File: config.mk
export PLATFORM = sky130hd
export DESIGN_NAME = serial_add_sub
export DESIGN_NICKNAME = d
export VERILOG_FILES = /design/src/rtl/serial_add_sub.sv
export SDC_FILE = /design/constraint.sdc
export NUM_CORES = 1
export LEC_CHECK = 0
export BUFFER_PORTS_ARGS = -buffer_cell sky130_fd_sc_hd__buf_4
export CORE_MARGIN = 5
export CORE_UTILIZATION = 49
export CTS_CLUSTER_DIAMETER = 100
export DETAILED_ROUTE_END_ITERATION = 10
export GPL_TIMING_DRIVEN = 0
export MAX_ROUTING_LAYER = met4
export PLACE_DENSITY = 0.75
export RECOVER_POWER = 25
export SYNTH_ARGS = -nofsm -noshare
export SYNTH_HDL_FRONTEND = slang
export SYNTH_SLANG_ARGS = --single-unit
File: constraint.sdc
create_clock -name clk -period 1.51 [get_ports clk]
set_input_delay 0.3775 -clock clk [delete_from_list [all_inputs] [get_ports clk]]
set_output_delay 0.3775 -clock clk [all_outputs]
set_load 0.01 [all_outputs]
File: src/rtl/serial_add_sub.sv
// Digit-serial adder/subtractor: WIDTH-bit operands processed DIGIT bits per clock,
// LSB first, through a ripple slice with a registered inter-digit carry.
module serial_add_sub #(
    parameter int WIDTH = 8,
    parameter int DIGIT = 1
) (
    input  logic             clk,
    input  logic             rst_n,
    input  logic             in_valid,
    output logic             in_ready,
    input  logic [WIDTH-1:0] A,
    input  logic [WIDTH-1:0] B,
    input  logic             Cin,
    input  logic             sub,
    output logic             out_valid,
    input  logic             out_ready,
    output logic [WIDTH-1:0] Sum,
    output logic             Cout,
    output logic             ovf
);

    localparam int N     = WIDTH / DIGIT;
    localparam int CNT_W = (N > 1) ? $clog2(N) : 1;
    localparam logic [CNT_W-1:0] LAST = CNT_W'(N - 1);

    localparam logic [1:0] IDLE = 2'd0;
    localparam logic [1:0] RUN  = 2'd1;
    localparam logic [1:0] DONE = 2'd2;

    generate
        if (WIDTH < 1 || DIGIT < 1 || (WIDTH % DIGIT) != 0) begin : g_bad_params
            $error("serial_add_sub: DIGIT must be >=1 and divide WIDTH exactly");
        end
    endgenerate

    logic [1:0]       state_reg;
    logic [CNT_W-1:0] count_reg;
    logic [WIDTH-1:0] a_sh_reg;
    logic [WIDTH-1:0] b_sh_reg;
    logic             carry_reg;
    logic             in_ready_reg;
    logic             out_valid_reg;
    logic [WIDTH-1:0] sum_reg;
    logic             cout_reg;
    logic             ovf_reg;

    logic [DIGIT:0]   c;
    logic [DIGIT-1:0] dsum;
    logic [WIDTH-1:0] res_next;
    logic [WIDTH-1:0] a_shift;
    logic [WIDTH-1:0] b_shift;

    // Ripple slice: c[DIGIT-1] is the carry into the digit's top bit, which on the
    // last digit is the carry into the operand MSB used for signed overflow.
    assign c[0] = carry_reg;
    generate
        for (genvar gi = 0; gi < DIGIT; gi++) begin : g_slice
            assign dsum[gi]  = a_sh_reg[gi] ^ b_sh_reg[gi] ^ c[gi];
            assign c[gi + 1] = (a_sh_reg[gi] & b_sh_reg[gi])
                             | (a_sh_reg[gi] & c[gi])
                             | (b_sh_reg[gi] & c[gi]);
        end
    endgenerate

    // Earlier digits accumulate at the top of res_reg and slide down as new ones arrive.
    generate
        if (N > 1) begin : g_multi
            logic [WIDTH-DIGIT-1:0] res_reg;

            assign res_next = {dsum, res_reg};
            assign a_shift  = {{DIGIT{1'b0}}, a_sh_reg[WIDTH-1:DIGIT]};
            assign b_shift  = {{DIGIT{1'b0}}, b_sh_reg[WIDTH-1:DIGIT]};

            always_ff @(posedge clk or negedge rst_n) begin
                if (!rst_n) begin
                    res_reg <= '0;
                end else if (state_reg == RUN) begin
                    res_reg <= res_next[WIDTH-1:DIGIT];
                end
            end
        end else begin : g_single
            assign res_next = dsum;
            assign a_shift  = '0;
            assign b_shift  = '0;
        end
    endgenerate

    always_ff @(posedge clk or negedge rst_n) begin
        if (!rst_n) begin
            state_reg     <= IDLE;
            count_reg     <= '0;
            a_sh_reg      <= '0;
            b_sh_reg      <= '0;
            carry_reg     <= 1'b0;
            in_ready_reg  <= 1'b0;
            out_valid_reg <= 1'b0;
            sum_reg       <= '0;
            cout_reg      <= 1'b0;
            ovf_reg       <= 1'b0;
        end else begin
            case (state_reg)
                IDLE: begin
                    if (in_valid && in_ready_reg) begin
                        // Subtraction runs as A + ~B + !Cin
                        a_sh_reg     <= A;
                        b_sh_reg     <= B ^ {WIDTH{sub}};
                        carry_reg    <= Cin ^ sub;
                        count_reg    <= '0;
                        in_ready_reg <= 1'b0;
                        state_reg    <= RUN;
                    end else begin
                        in_ready_reg <= 1'b1;
                    end
                end
                RUN: begin
                    a_sh_reg  <= a_shift;
                    b_sh_reg  <= b_shift;
                    carry_reg <= c[DIGIT];
                    count_reg <= count_reg + CNT_W'(1);
                    if (count_reg == LAST) begin
                        sum_reg       <= res_next;
                        cout_reg      <= c[DIGIT];
                        ovf_reg       <= c[DIGIT-1] ^ c[DIGIT];
                        out_valid_reg <= 1'b1;
                        state_reg     <= DONE;
                    end
                end
                DONE: begin
                    if (out_ready) begin
                        out_valid_reg <= 1'b0;
                        in_ready_reg  <= 1'b1;
                        state_reg     <= IDLE;
                    end
                end
                default: begin
                    state_reg <= IDLE;
                end
            endcase
        end
    end

    assign in_ready  = in_ready_reg;
    assign out_valid = out_valid_reg;
    assign Sum       = sum_reg;
    assign Cout      = cout_reg;
    assign ovf       = ovf_reg;

endmodule

# After elaboration in Yosys (flattened, before gate mapping)
# Index checks and enable logic that the tools add are counted.
# totals
inputBits	22
output_inout_bits	12
ff_bits	41
word_cells	56
# classes
addsub	1
n_reduce_logical	10
n_bitwise	10
eq_ne	6
muxes	18
# ops
cell	n
case mux 8 bit (2 select lines)	2
two-way mux 8 bit	2
XOR 8 bit	1
two-way mux 2 bit	3
case mux 1 bit (2 select lines)	3
case mux 2 bit (3 select lines)	1
case mux 3 bit (2 select lines)	1
AND reduction 2 bit	3
AND reduction 3 bit	2
nonzero test 2 bit	3
two-way mux 1 bit	5
!= test 2 bit (second input constant)	2
XOR 1 bit	4
adder 3 x 1 -> 3 bit (second input constant)	1
AND 1 bit	3
== test 3 bit (second input constant)	1
two-way mux 3 bit	1
== test 2 x 1 -> 1 bit (second input constant)	1
== test 2 bit (second input constant)	1
zero test 2 bit	1
!= test 2 x 1 -> 1 bit (second input constant)	1
OR 1 bit	2
logical AND 1 bit	1

# Depth between registers and ports, before layout
# logic_depth
depth_word	4
depth_mapped	6

# Least setup slack after synthesis
# Ideal clock, no wire load.
# synth_timing
path_type	reg-to-reg
startpoint	register count_reg[0]
endpoint	register cout_reg, in the netlist Cout
arrival_ps	1419
path_stages_with_launch	6
period_less_slack_ps	1543
setup_slack_ps	-33
setup_time_ps	125
n_path_buf	1
cell_sequence	dfrtp_1 > ha_1 > ha_1 > nand3b_1 > buf_2 > mux2_2
# synth_between
elab_chain_len	2
# synth_rtl
element	line	rtl
start: declaration	37	logic [CNT_W-1:0] count_reg;
start signal: assignment	119	count_reg <= count_reg + CNT_W'(1);
== test 3 bit	120	if (count_reg == LAST) begin
AND reduction 2 bit (no source line)	-	
end signal: assignment	122	cout_reg <= c[DIGIT];
end: declaration	44	logic cout_reg;
# Every way passes these cells.
# A chain may end at the register's enable or synchronous reset.

# Worst setup path in the final report
# layout_timing
startpoint	register count_reg[0]
endpoint	register sum_reg[7], in the netlist Sum[7]
# layout_between
elab_chain_len	2
# layout_rtl
element	line	rtl
== test 3 bit	120	
AND reduction 2 bit (no source line)	-	
end signal: assignment	121	sum_reg <= res_next;
end: declaration	43	logic [WIDTH-1:0] sum_reg;
# Every way passes these cells.

==> flow_metrics.py <==
metrics = {
    "drt": {
        "wl_per_cell_um": 13.73,
        "drt-total-wl_um": 3405,
        "drtIter0Drc": 71,
        "drt.antenna.violating_nets": 0,
        "drt-pass1-iter-count": 4,
        "drc_errors": 0,
        "vias": 1292,
        "vias_per_cell": 5.210,
    },
    "synth": {
        "synth_cells": 155,
        "synth_top_family_by_area": "compound AO/OA/AOI/OAI gates",
        "synth_nets": 180,
        "yosysUniqueCellTypes": 27,
        "synth-compound-area-share": 0.1437,
        "syn_area_per_cell_um2": 11.46,
        "synthSimpleGateAreaFrac": 0.08803,
        "synth_xor_xnor_area_share": 0.04930,
        "ys_seq_elements": 41,
        "synthAdderAreaFrac": 0.02535,
        "synth_edf_count": 0,
        "synthArstFlopShare": 1.000,
        "syn-cell-area_mm2": 0.001777,
        "yosys_warnings": 0,
        "yosysSeqAreaShare": 0.5775,
        "synth.area.mux_share": 0.05704,
        "synth_ff_type": "dfrtp_1",
    },
    "clocking": {
        "clock_latency_ns": 0.35,
        "tritoncts": "done",
        "cts_buffer_depth": 2,
        "numCtsBuffers": 5,
        "path_clk_slew_ns": 0.13,
        "clockRootBuffer": "clkbuf_4",
        "h-tree-depth": 2,
        "clock-sinks": 41,
    },
    "placed_design": {
        "dpl_cell_area_mm2": 0.002077,
        "port_buffers": 32,
        "dp_hpwl_um": 2368,
        "placed_cells": 233,
        "gp_congestion": 0.7826,
        "dpl_worst_slack_ns": -0.1259,
    },
    "floorplan": {
        "dieArea_mm2": 0.004930,
        "rows": 21,
        "core_mm2": 0.003416,
        "fp.dieW_um": 70.22,
        "die_h_um": 70.22,
        "start_util": 0.5201,
        "pin_count": 34,
    },
    "power_and_ir_drop": {
        "switching_share": 0.3365,
        "leakage_uw": 0.001128,
        "power_frac_clock": 0.171,
        "power.switching_uw": 1489,
        "intPower_uw": 2936,
        "p_seq_frac": 0.421,
        "power_density_mw_per_mm2": 1955,
        "p_comb_frac": 0.408,
        "ir_drop_uv": 1010,
    },
    "worst_setup_path": {
        "reg2reg_slack_ns": 0.01,
        "critical_path_class": "register to register",
        "cp.required_ns": 1.76,
        "reg2regPathDepth": 5,
        "cp.arrival_ns": 1.75,
        "cp_cell_sequence": "ha_2 > ha_4 > nand3b_1 > buf_4 > mux2_1",
        "crit_path_end_kind": "register",
        "max_stage_delay_ns": 0.41,
        "cpMaxStageDelayCell": "dfrtp_1",
        "rr_startpoint": "count_reg[0]",
        "cp_num_buf_inv": 1,
        "crit_path_max_fanout": 4,
        "reg2reg_to": "Sum[7]",
        "cp-start-kind": "register",
        "critPathTopFamily": "flip-flops",
    },
    "grt": {
        "grt_pass1_vias": 1353,
        "overflow": 0,
        "grt_max_degree": 42,
        "antenna_found_initial": 0,
        "grt_use_total": 0.1621,
        "grt_pass1_wl_um": 6099,
    },
    "timing": {
        "tightest_slew_ns": 0.8809,
        "period_share": 0.9922,
        "slew_headroom": 0.4128,
        "post-route-min-period_ns": 1.498,
        "max_freq_mhz": 667.4,
        "setup_viol": 0,
        "hold_slack_ns": 0.2214,
        "layout_setup_ws_ns": 0.01171,
        "hold_viol_final": 0,
        "drv_slew": 0,
        "final.setup_skew_ns": 0.009602,
        "rsz0062_at_grt": "yes",
    },
    "run": {
        "cap_violations": 0,
    },
    "finish": {
        "stdcell_count": 248,
        "drive_above_1_share": 0.3317,
        "syn_to_final_growth_pct": 27.39,
        "fin_area_mm2": 0.002263,
        "utilization": 0.6626,
        "final_nets": 226,
        "diodes": 0,
    },
    "min_path": {
        "hold_depth": 2,
        "holdPathEnd": "state_reg[1]",
        "worstHoldPathType": "input pin to register",
        "min_from": "out_ready",
    },
    "run_status": {
        "status": "finished, final reports clean",
    },
}
area by class of cell:
class	instances	area, µm²
plain buffers	10	77.57
clock buffers	6	51.30
clock inverters	2	37.54
fillers	285	1152
inverters	9	33.78
multi-input cells	95	686.9
flip-flops and latches	41	1026
well taps	46	57.56
repair buffers	39	292.8
layout by cell type, fill, tap and decap left out, types with 2 or more instances in the layout:
master     n
a22o_1     4
clkbuf_4   5
inv_1      8
xnor2_1    9
a21oi_1   10
buf_4     38
mux2_4     7
o21ai_0    6
a221o_1    8
buf_2      5
dfrtp_1   41
buf_6      4
o22ai_1    7
nand2_1   22
nor2_1     8
mux2_1     2
nand2b_1   2
cell families (layout without fill, tap and decap cells):
kind of cell    count (synthesis)  in the layout
flops                          41             41
mux                             9              9
buf+inv                        19             66
xor+xnor                       10             10
fa+ha+maj                       3              3
simple gates                   36             36
compound gates                 37             37
per-stage QoR:
step                      TNS [ns]  power (µW)
after CTS                 -0.02063        4385
after floorplan                  0        2977
after global routing       -0.2532        4803
after global placement     -0.6594        3446
final                            0        4425
after detailed placement   -0.8288        3547
layer usage:
| layer | share of wire | up-vias | global-route usage |
|---|---|---|---|
| met5 | 0 | - | - |
| met4 | 0.019 | 0 | 0.06383 |
| met3 | 0.061 | 6 | 0.05165 |
| met2 | 0.49 | 36 | 0.2634 |
| met1 | 0.43 | 624 | 0.1868 |
| li1 | - | 626 | - |
power groups by stage:
stage                     clock [µW]  sequential, µW  combinational (µW)
after global placement             0            1860                1590
final                            757            1860                1810
after global routing             823            1930                2050
after detailed placement           0            1880                1670
after floorplan                    0            1870                1100
after CTS                        776            1860                1750
Yosys cell counts, types with 2 or more instances:
library cell	instances	area share
dfrtp_1	41	0.58
nand2_1	22	0.046
a21oi_1	10	0.028
xnor2_1	9	0.044
a221o_1	8	0.045
inv_1	8	0.017
nor2_1	8	0.017
mux2_2	7	0.044
o22ai_1	7	0.025
o21ai_0	6	0.017
buf_2	5	0.014
a22o_1	4	0.020
buf_6	3	0.019
ha_1	2	0.014
mux2_1	2	0.013
nand2b_1	2	0.0070
worst register-to-register path: cells and delay by family (launching register included):
family	cells	cell delay, ns
fa+ha+maj	2	0.36
buf+inv	1	0.17
flops	1	0.41
mux	1	0.31
simple gates	1	0.16
worst max-delay path by stage:
stage / from / to / slack, ns / cells after the start
2_1_floorplan: count_reg[0] / Cout / 0.009 / 5
4_1_cts: count_reg[1] / Sum[3] / -0.007 / 5
5_1_grt: count_reg[0] / Sum[7] / -0.06 / 5
3_5_place_dp: count_reg[0] / Sum[5] / -0.13 / 5
3_3_place_gp: count_reg[0] / Cout / -0.1 / 5
6_report: count_reg[0] / Sum[7] / 0.01 / 5
timing repair:
item,CTS,global route
cloned,1,0
setup buffers,4,1
endpoints found under the hold margin,41,0
pin swaps,1,0
hold buffers,1,0
resized for setup,5,7
endpoints found under the setup margin,7,10
No activity file was read; power rests on OpenSTA's default activity.
